### src/rtl/nrisc_ula_pkg.sv
// Shared NRISC ALU definitions: command codes, flag bit positions, multiplier states.
// Latency: n/a (types and constants only).
// Backpressure: n/a.
package nrisc_ula_pkg;

    // ALU command codes {cmd, func}; cmd=1 selects the rotate variants
    localparam logic [3:0] ULA_ADD = 4'b0000;
    localparam logic [3:0] ULA_SUB = 4'b0001;
    localparam logic [3:0] ULA_AND = 4'b0010;
    localparam logic [3:0] ULA_OR  = 4'b0011;
    localparam logic [3:0] ULA_XOR = 4'b0100;
    localparam logic [3:0] ULA_SHR = 4'b0101;
    localparam logic [3:0] ULA_SHL = 4'b0110;
    localparam logic [3:0] ULA_NOT = 4'b0111;
    localparam logic [3:0] ULA_ROR = 4'b1101;
    localparam logic [3:0] ULA_ROL = 4'b1110;

    // Bit positions inside the {minus, zero, carry} flag vector
    localparam int FLG_CARRY = 0;
    localparam int FLG_ZERO  = 1;
    localparam int FLG_MINUS = 2;

    // Sequencer states of the shift-and-add multiplier
    typedef enum logic [2:0] {
        S_IDLE,
        S_SHR_I,
        S_SHR_C,
        S_ADD_I,
        S_ADD_C,
        S_SHL_I,
        S_SHL_C,
        S_DONE
    } mul_state_t;

endpackage

### src/rtl/nrisc_mul_seq.sv
// Iterative shift-and-add multiplier driving the NRISC ALU; returns low TAM bits of op_a*op_b.
// Latency: 4*TAM+1+2*popcount(op_b) cycles from start to the done pulse.
// Backpressure: start is taken only in IDLE; requests while busy are dropped, never queued.
module nrisc_mul_seq
    import nrisc_ula_pkg::*;
#(
    parameter int TAM = 16
) (
    input  logic           clk,
    input  logic           rst,
    input  logic           start,
    input  logic [TAM-1:0] op_a,
    input  logic [TAM-1:0] op_b,
    output logic           busy,
    output logic           done,
    output logic [TAM-1:0] result,
    output logic [TAM-1:0] ULA_A,
    output logic [TAM-1:0] ULA_B,
    output logic [3:0]     ULA_ctrl,
    input  logic [TAM-1:0] ULA_OUT,
    input  logic [2:0]     ULA_flags
);

    localparam int              IW        = $clog2(TAM);
    localparam logic [IW-1:0]   ITER_LAST = IW'(TAM - 1);

    mul_state_t     state;
    logic [TAM-1:0] mcand;
    logic [TAM-1:0] mplr;
    logic [TAM-1:0] acc;
    logic           bit_q;
    logic [IW-1:0]  iter;

    // Only the carry flag steers the sequence; minus/zero are deliberately ignored
    logic unused_flags;
    assign unused_flags = ^ULA_flags[FLG_MINUS:FLG_ZERO];

    // Sequencer: one ALU op per issue/capture pair, TAM iterations of shr / [add] / shl
    always_ff @(posedge clk or negedge rst) begin
        if (!rst) begin
            state  <= S_IDLE;
            busy   <= 1'b0;
            done   <= 1'b0;
            result <= '0;
            mcand  <= '0;
            mplr   <= '0;
            acc    <= '0;
            bit_q  <= 1'b0;
            iter   <= '0;
        end else begin
            case (state)
                S_IDLE: begin
                    if (start) begin
                        mcand <= op_a;
                        mplr  <= op_b;
                        acc   <= '0;
                        iter  <= '0;
                        busy  <= 1'b1;
                        state <= S_SHR_I;
                    end
                end
                S_SHR_I: state <= S_SHR_C;
                S_SHR_C: begin
                    // Bit shifted out of the multiplier is original op_b bit 'iter'
                    mplr  <= ULA_OUT;
                    bit_q <= ULA_flags[FLG_CARRY];
                    state <= ULA_flags[FLG_CARRY] ? S_ADD_I : S_SHL_I;
                end
                S_ADD_I: state <= S_ADD_C;
                S_ADD_C: begin
                    acc   <= ULA_OUT;
                    state <= S_SHL_I;
                end
                S_SHL_I: state <= S_SHL_C;
                S_SHL_C: begin
                    mcand <= ULA_OUT;
                    iter  <= iter + 1'b1;
                    if (iter == ITER_LAST) begin
                        // acc is final here, so publish it together with the done pulse
                        result <= acc;
                        done   <= 1'b1;
                        state  <= S_DONE;
                    end else begin
                        state <= S_SHR_I;
                    end
                end
                S_DONE: begin
                    done  <= 1'b0;
                    busy  <= 1'b0;
                    state <= S_IDLE;
                end
                default: state <= S_IDLE;
            endcase
        end
    end

    // ALU drive decode: operands only in issue states, everything else reads zero
    always_comb begin
        ULA_A    = '0;
        ULA_B    = '0;
        ULA_ctrl = ULA_ADD;
        case (state)
            S_SHR_I: begin
                ULA_A    = mplr;
                ULA_ctrl = ULA_SHR;
            end
            S_ADD_I: begin
                ULA_A    = acc;
                ULA_B    = mcand;
                ULA_ctrl = ULA_ADD;
            end
            S_SHL_I: begin
                ULA_A    = mcand;
                ULA_ctrl = ULA_SHL;
            end
            default: ;
        endcase
    end

    // An add may only be issued when the captured multiplier bit was set
    add_needs_bit: assert property (@(posedge clk) disable iff (!rst)
        (state == S_ADD_I) |-> bit_q);

endmodule

### config.mk
export PLATFORM = sky130hd
export DESIGN_NAME = nrisc_mul_seq
export DESIGN_NICKNAME = d
export VERILOG_FILES = /design/src/rtl/nrisc_ula_pkg.sv /design/src/rtl/nrisc_mul_seq.sv
export SDC_FILE = /design/constraint.sdc
export NUM_CORES = 1
export LEC_CHECK = 0
export CAP_MARGIN = 20
export CELL_PAD_IN_SITES_DETAIL_PLACEMENT = 0
export CELL_PAD_IN_SITES_GLOBAL_PLACEMENT = 2
export CORE_MARGIN = 2
export CORE_UTILIZATION = 32
export CTS_CLUSTER_SIZE = 20
export DETAILED_ROUTE_END_ITERATION = 8
export PLACE_DENSITY = 0.85
export SLEW_MARGIN = 5
export SYNTH_ARGS = -nofsm -noshare
export SYNTH_HDL_FRONTEND = slang
export SYNTH_SLANG_ARGS = --single-unit
### constraint.sdc
create_clock -name clk -period 3.8 [get_ports clk]
set_input_delay 0.76 -clock clk [delete_from_list [all_inputs] [get_ports clk]]
set_output_delay 0.76 -clock clk [all_outputs]
set_load 0.05 [all_outputs]
# After elaboration in Yosys (flattened, before gate mapping)

Index checks and enable logic that the tools add are counted.

Register bits: 73
Input port bits: 54
Output and inout bits: 54

$add $sub $neg: 1
Equal/unequal tests: 10
Multiplexer cells: 19
Reductions and logical operators: 12

Operators with widths:

| cell                                                             | count |
|---|---|
| 16-bit one-hot mux with 2 select lines                           | 3 |
| 16-bit 2-to-1 mux                                                | 4 |
| 16-bit one-hot mux with 3 select lines                           | 1 |
| 3-bit one-hot mux with 8 select lines                            | 1 |
| 3-bit == test (second input constant)                            | 4 |
| 2-bit AND reduction                                              | 6 |
| 2-bit nonzero test                                               | 5 |
| 3-bit 2-to-1 mux                                                 | 3 |
| 4-bit one-hot mux with 2 select lines                            | 1 |
| 3-bit by 2-bit == test with 1-bit output (second input constant) | 2 |
| 3-bit one-hot mux with 2 select lines                            | 1 |
| 4-bit by 1-bit adder with 4-bit output (second input constant)   | 1 |
| 4-bit == test (second input constant)                            | 1 |
| 4-bit 2-to-1 mux                                                 | 1 |
| 2-bit inequality test (second input constant)                    | 2 |
| 1-bit one-hot mux with 2 select lines                            | 2 |
| 3-bit by 1-bit == test with 1-bit output (second input constant) | 1 |
| 3-bit zero test                                                  | 1 |
| 1-bit 2-to-1 mux                                                 | 2 |

# Logic depth before layout (Yosys ltp)

Gate-level depths: netlist of the first run.

Depth in word-level cells: 3
Mapped depth: 6
Depth with buffers taken out: 4

# Worst setup path after synthesis of the first run

No wires, ideal clock.

Kind: reg-to-output
Start point: register state[2]
End point: output ULA_A[0]
Data arrival time: 2.188 ns
Required time: 3.040 ns
Path slack: 0.852 ns
Cell stages (with the launch flop): 6
Path buffers: 2
Cell sequence: dfrtp_1 -> buf_4 -> buf_4 -> mux2i_1 -> or2_2 -> a21boi_0

Word-level cells in the longest chain between the ends: 2
Elaborated cells on any way between the ends: 4

RTL lines:

| what                                     | RTL line             | source |
|---|---|---|
| from (decl)                              | nrisc_mul_seq.sv:27  | `mul_state_t state;` |
| from (signal assigned)                   | nrisc_mul_seq.sv:67  | `state <= ULA_flags[FLG_CARRY] ? S_ADD_I : S_SHL_I;` |
| 3-bit == test (tied with other cells)    | nrisc_mul_seq.sv:102 | `case (state)` |
| 16-bit one-hot mux with 3 select lines * | nrisc_mul_seq.sv:102 |  |
| to (decl)                                | nrisc_mul_seq.sv:17  | `output logic [TAM-1:0] ULA_A,` |

Mark *: on every way between the ends. The rest lies on a longest branch, timed or not.

# Final worst setup path of the first run

Start point: register state[2]
End point: output ULA_A[8]

The elaborated chain is that of the path after synthesis.

==> results of run 1 <==
## placed cells by master, fill, tap and decap left out, types with 2 or more instances in the layout
cell type        count
nor2_1              35
buf_12              27
nand3b_1             2
or2_2               16
o21ai_0              4
nand2_1             18
nor3b_1              2
inv_1                3
mux2_2              16
a21oi_1             33
buf_4               12
bufinv_16            3
a22o_1              16
and2_1              18
a21o_1               3
dfrtp_1             72
nand3_1              2
mux2i_1             50
a21boi_0            16
and3_1               2
clkbuf_16            9
clkdlybuf4s50_1     71
## report_power, final
group	total [W]	switching, W	internal [W]
Combinational	0.00240	0.00131	0.00109
Clock	0.000976	0.000318	0.000658
Sequential	0.00132	0.000269	0.00105
## critical path, cell delays in order, from the launching register on
cell and delay, ns:
dfrtp_2 0.70, nor2b_2 0.52, buf_4 0.27, nand2_1 0.06, a21boi_0 0.38, buf_12 0.20
## registers in the layout, indices dropped and copies added, names as in the netlist
signal  count
state       3
mcand      16
acc        16
mplr       16
iter        4
busy        1
result     16
done        1
## stage by stage
step / std cells / setup WS (ns)
5_1_grt: 591 / 0.425
3_3_place_gp: 575 / 0.864
4_1_cts: 591 / 0.508
6_report: 591 / 0.554
2_1_floorplan: 350 / 0.852
3_5_place_dp: 575 / 0.874
## layer usage
layer | vias up | track usage, %
met5 | - | 0
met4 | 0 | 4.63
met3 | 8 | 3.59
met2 | 70 | 27.5
met1 | 1439 | 21.9
li1 | 1399 | -
## cell type report
type | instances | area [um^2] | share of cell area, %
Multi-Input combinational cell | 246 | 1750 | 32.1
Clock inverter | 5 | 103 | 1.88
Timing Repair Buffer | 110 | 1340 | 24.6
Inverter | 3 | 11.3 | 0.206
Tap cell | 143 | 179 | 3.28
Sequential cell | 73 | 1830 | 33.5
Clock buffer | 11 | 243 | 4.45
## kinds of logic (layout without fill, tap and decap cells)
kind of cell,Yosys count,count (layout),synth area share [%]
flops,73,73,48.3
compound gates,73,73,12.6
simple gates,105,105,15.1
fa+ha+maj,1,1,0.331
other cells,1,1,0.0992
mux,66,66,18.0
buf+inv,31,129,5.56
## final timing paths
path                           from        end  slack, ns
min in group asynchronous       rst   mcand[0]       0.55
min                            done       done       0.48
max reg2reg                state[2]  result[3]       1.00
max in group asynchronous       rst   state[2]       2.52
max                        state[2]   ULA_A[8]       0.55
min reg2reg                    done       done       0.48
==> flow_metrics.env, run 1 <==
export IMPL_fp_dieW_um=113
export IMPL_maxCapViolations=0
export IMPL_crit_fanout=27
export IMPL_fillers=1034
export IMPL_rsz0062_at_grt="no"
export IMPL_synthTopCellsByCount="dfrtp_1, mux2i_1, nor2_1"
export IMPL_fin_crit_ns=3.25
export IMPL_wl_um=10000
export IMPL_layout_drive_gt1_share_pct=20.8
export IMPL_rows=39
export IMPL_syn_avg_cell_area_um2=10.8
export IMPL_grt_pass1_wl_um=16300
export IMPL_antenna_found_initial=0
export IMPL_initial_core_util_pct=33.0
export IMPL_cts_buffers=9
export IMPL_reg2reg_depth=3
export IMPL_dr_pass1_iters=4
export IMPL_wl_met1_um=4540
export IMPL_fin_util_pct=47.6
export IMPL_diodes=0
export IMPL_start_kind="register"
export IMPL_syn_num_nets=405
export IMPL_syn_inst=350
export IMPL_slew_violations=0
export IMPL_dieHeight_um=113
export IMPL_antenna_left=0
export IMPL_worstHoldPathCells=1
export IMPL_gp_congestion=0.751
export IMPL_wl_per_cell_um=17.0
export IMPL_pin_count=108
export IMPL_worst_pin_slew_ns=0.956
export IMPL_hpwl_um=6580
export IMPL_synth_edf_count=0
export IMPL_drt_iter0_drc=120
export IMPL_grt_util_all_layers_pct=16.5
export IMPL_async_flop_share_pct=100
export IMPL_grt_max_degree=74
export IMPL_ys_seq_area_share_pct=48.3
export IMPL_setup_viol=0
export IMPL_hold_viol_final=0
export IMPL_path_class="register to output pin"
export IMPL_power_w=0.00470
export IMPL_synthTopCellsByArea="dfrtp_1, mux2i_1, mux2_2"
export IMPL_cts_resized=0
export IMPL_clock_skew_ns=0.00724
export IMPL_slew_headroom_pct=36.3
export IMPL_clockBufferDepth=2
export IMPL_dr_wl_met2_um=5010
export IMPL_cts_setup_buffers=0
export IMPL_yosys_warnings=0
export IMPL_fin_setup_tns_ns=0
export IMPL_endpoint_kind="output pin"
export IMPL_synth_top_area_share_pct=48.3
export IMPL_cts_root_buf="clkbuf_16"
export IMPL_finalInstanceArea_um2=5460
export IMPL_powerDensity_nw_per_um2=861
export IMPL_placed_cell_area_um2=5110
export IMPL_met3_length_um=382
export IMPL_synthFlopType="dfrtp_1"
export IMPL_drc=0
export IMPL_clkTransAtPathRegs_ns=0.06
export IMPL_ctsHoldBuffers=0
export IMPL_yosys_area_top_type="dfrtp_1"
export IMPL_clk_latency_ns=0.33
export IMPL_ir_drop_mv=0.559
export IMPL_synth_most_common_cell="dfrtp_1"
export IMPL_status="complete, no violations"
export IMPL_htreeDepth=3
export IMPL_fin_nets=498
export IMPL_syn_to_final_growth_pct=44.3
export IMPL_vias_per_cell=4.93
export IMPL_arrival_ns=2.49
export IMPL_top_layer="met4"
export IMPL_dieArea_um2=12700
export IMPL_cts_tree="done"
export IMPL_clkSinkCount=73
export IMPL_synth_cell_types=35
export IMPL_fin_crit_sh_pct=85.4
export IMPL_vias=2916
export IMPL_cp_required_ns=3.04
export IMPL_core_area_um2=11500
export IMPL_whs_ns=0.477
export IMPL_overflow=0
export IMPL_ys_ff_latch=73
export IMPL_p_leak_nw=2.37
export IMPL_min_path_type="register to register"
export IMPL_syn_area_um2=3780
export IMPL_io_buffers=104
export IMPL_grt_pass1_vias=3058
export IMPL_fmax_mhz=308
Power figures use the tool's default switching activity.
==> run 2: changes to the inputs <==
--- a/config.mk
+++ b/config.mk
@@ -12,7 +12,7 @@
 export CORE_UTILIZATION = 32
 export CTS_CLUSTER_SIZE = 20
 export DETAILED_ROUTE_END_ITERATION = 8
-export PLACE_DENSITY = 0.85
+export PLACE_DENSITY_LB_ADDON = 0.3
 export SLEW_MARGIN = 5
 export SYNTH_ARGS = -nofsm -noshare
 export SYNTH_HDL_FRONTEND = slang
==> run 2 against run 1 <==
Utilization fell by 1.2 points. Via count fell by 1.2%. Register-to-register slack about the same. Clock power fell by 11%. Combinational power fell by 6%. Non-clock buffer count grew 2. Largest cell class unchanged. Routed wire length is 5.1% higher. Flip-flop and latch count stayed put. Critical path type unchanged. Clock skew is essentially flat.
==> flow_metrics.env, run 2 (same netlist as run 1, synthesis figures left out) <==
export IMPL_wl_per_cell_um=17.8
export IMPL_cts_tree="done"
export IMPL_min_path_type="register to register"
export IMPL_ir_drop_mv=0.361
export IMPL_slew_violations=0
export IMPL_antenna_found_initial=0
export IMPL_fp_dieW_um=113
export IMPL_powerDensity_nw_per_um2=834
export IMPL_start_kind="register"
export IMPL_min_to="result[0]"
export IMPL_placed_cell_area_um2=5010
export IMPL_io_buffers=104
export IMPL_cts_resized=0
export IMPL_status="complete, no violations"
export IMPL_arrival_ns=2.67
export IMPL_diodes=0
export IMPL_reg2reg_depth=4
export IMPL_setup_viol=0
export IMPL_clockBufferDepth=2
export IMPL_ff2ff_setup_slack_ns=1.01
export IMPL_grt_pass1_wl_um=16800
export IMPL_clkTransAtPathRegs_ns=0.06
export IMPL_hpwl_um=7000
export IMPL_dr_pass1_iters=4
export IMPL_cts_buffers=9
export IMPL_gp_congestion=0.741
export IMPL_path_class="register to output pin"
export IMPL_r2r_end="result[8]"
export IMPL_slew_headroom_pct=35.6
export IMPL_final_cell_mix="clkdlybuf4s50_1, dfrtp_1, mux2i_1, nor2_1, a21oi_1"
export IMPL_htreeDepth=3
export IMPL_power_w=0.00444
export IMPL_hold_viol_final=0
export IMPL_grt_max_degree=74
export IMPL_dieArea_um2=12700
export IMPL_r2r_start="state[1]"
export IMPL_dp_cells=577
export IMPL_clkSinkCount=73
export IMPL_p_leak_nw=2.32
export IMPL_fillers=1103
export IMPL_maxCapViolations=0
export IMPL_fin_crit_ns=3.43
export IMPL_final_common_cell="clkdlybuf4s50_1"
export IMPL_rows=39
export IMPL_cp_required_ns=3.04
export IMPL_cts_root_buf="clkbuf_16"
export IMPL_initial_core_util_pct=33.0
export IMPL_fin_crit_sh_pct=90.3
export IMPL_ctsHoldBuffers=0
export IMPL_overflow=0
export IMPL_core_area_um2=11500
export IMPL_fin_cells=593
export IMPL_vias=2881
export IMPL_clock_skew_ns=0.00769
export IMPL_fin_nets=500
export IMPL_vias_per_cell=4.86
export IMPL_pin_count=108
export IMPL_rsz0062_at_grt="no"
export IMPL_fin_setup_tns_ns=0
export IMPL_cts_setup_buffers=0
export IMPL_syn_to_final_growth_pct=40.6
export IMPL_min_from="result[0]"
export IMPL_worst_pin_slew_ns=0.965
export IMPL_endpoint_kind="output pin"
export IMPL_clk_latency_ns=0.33
export IMPL_fmax_mhz=291
export IMPL_dieHeight_um=113
export IMPL_grt_util_all_layers_pct=17.1
export IMPL_finalInstanceArea_um2=5320
export IMPL_antenna_left=0
export IMPL_crit_fanout=17
export IMPL_grt_pass1_vias=2995
export IMPL_drc=0
export IMPL_drt_iter0_drc=92
export IMPL_worstHoldPathCells=1
export IMPL_wl_um=10500
export IMPL_layout_drive_gt1_share_pct=20.4
==> run 2: changes by cell type in the layout (fill, tap and decap cells not counted), sizes merged <==
cell	delta
clkbuf	+1
clkdlybuf4s50	+3
buf	-1
bufinv	-2
clkinv	+1
==> run 2: where the power goes <==
group	internal, W	leakage, nW	switching, W
clock	0.000545	0.149	0.000327
sequential	0.00105	0.904	0.000265
combinational	0.000956	1.27	0.00129
==> run 2: worst max-delay path by stage <==
stage          slack, ns     start        to  cells past startpoint
6_report            0.37  state[1]  ULA_A[6]                      4
5_1_grt             0.14  state[1]  ULA_A[6]                      4
4_1_cts             0.29  state[1]  ULA_A[6]                      4
3_5_place_dp        0.65  state[1]  ULA_A[6]                      4
3_3_place_gp        0.71  state[1]  ULA_A[6]                      4
2_1_floorplan       0.85  state[2]  ULA_A[0]                      5
==> run 2: critical path, cell delays in order (launching register included) <==
cell	delay [ns]
dfrtp_1	0.73
nor2b_2	0.50
nand2_1	0.10
a21boi_0	0.19
clkdlybuf4s50_1	0.83
==> run 2: layout make-up <==
| cell class | count | area [um^2] | share of cell area (%) |
|---|---|---|---|
| clock buffer | 12 | 256 | 4.82 |
| clock inverter | 4 | 51.3 | 0.965 |
| inverter | 3 | 11.3 | 0.212 |
| multi-input combinational | 246 | 1750 | 33.0 |
| sequential | 73 | 1830 | 34.4 |
| tap | 143 | 179 | 3.36 |
| timing repair buffer | 112 | 1240 | 23.3 |
==> run 2: routing by layer <==
| metal | global-route usage (%) | wire length (um) | vias to the layer above |
|---|---|---|---|
| met5 | 0 | 0 | - |
| met4 | 3.66 | 86 | 0 |
| met3 | 3.43 | 355 | 7 |
| met2 | 28.4 | 5180 | 63 |
| met1 | 23.2 | 4930 | 1410 |
| li1 | - | - | 1401 |
==> run 2: stage by stage <==
stage,setup slack [ns],hold slack (ns),util (%)
detailed placement,0.648,0.497,43.7
CTS,0.285,0.511,46.4
floorplan,0.852,0.464,-
global route,0.136,0.530,46.4
finish,0.368,0.507,46.4
global placement,0.710,0.490,43.7
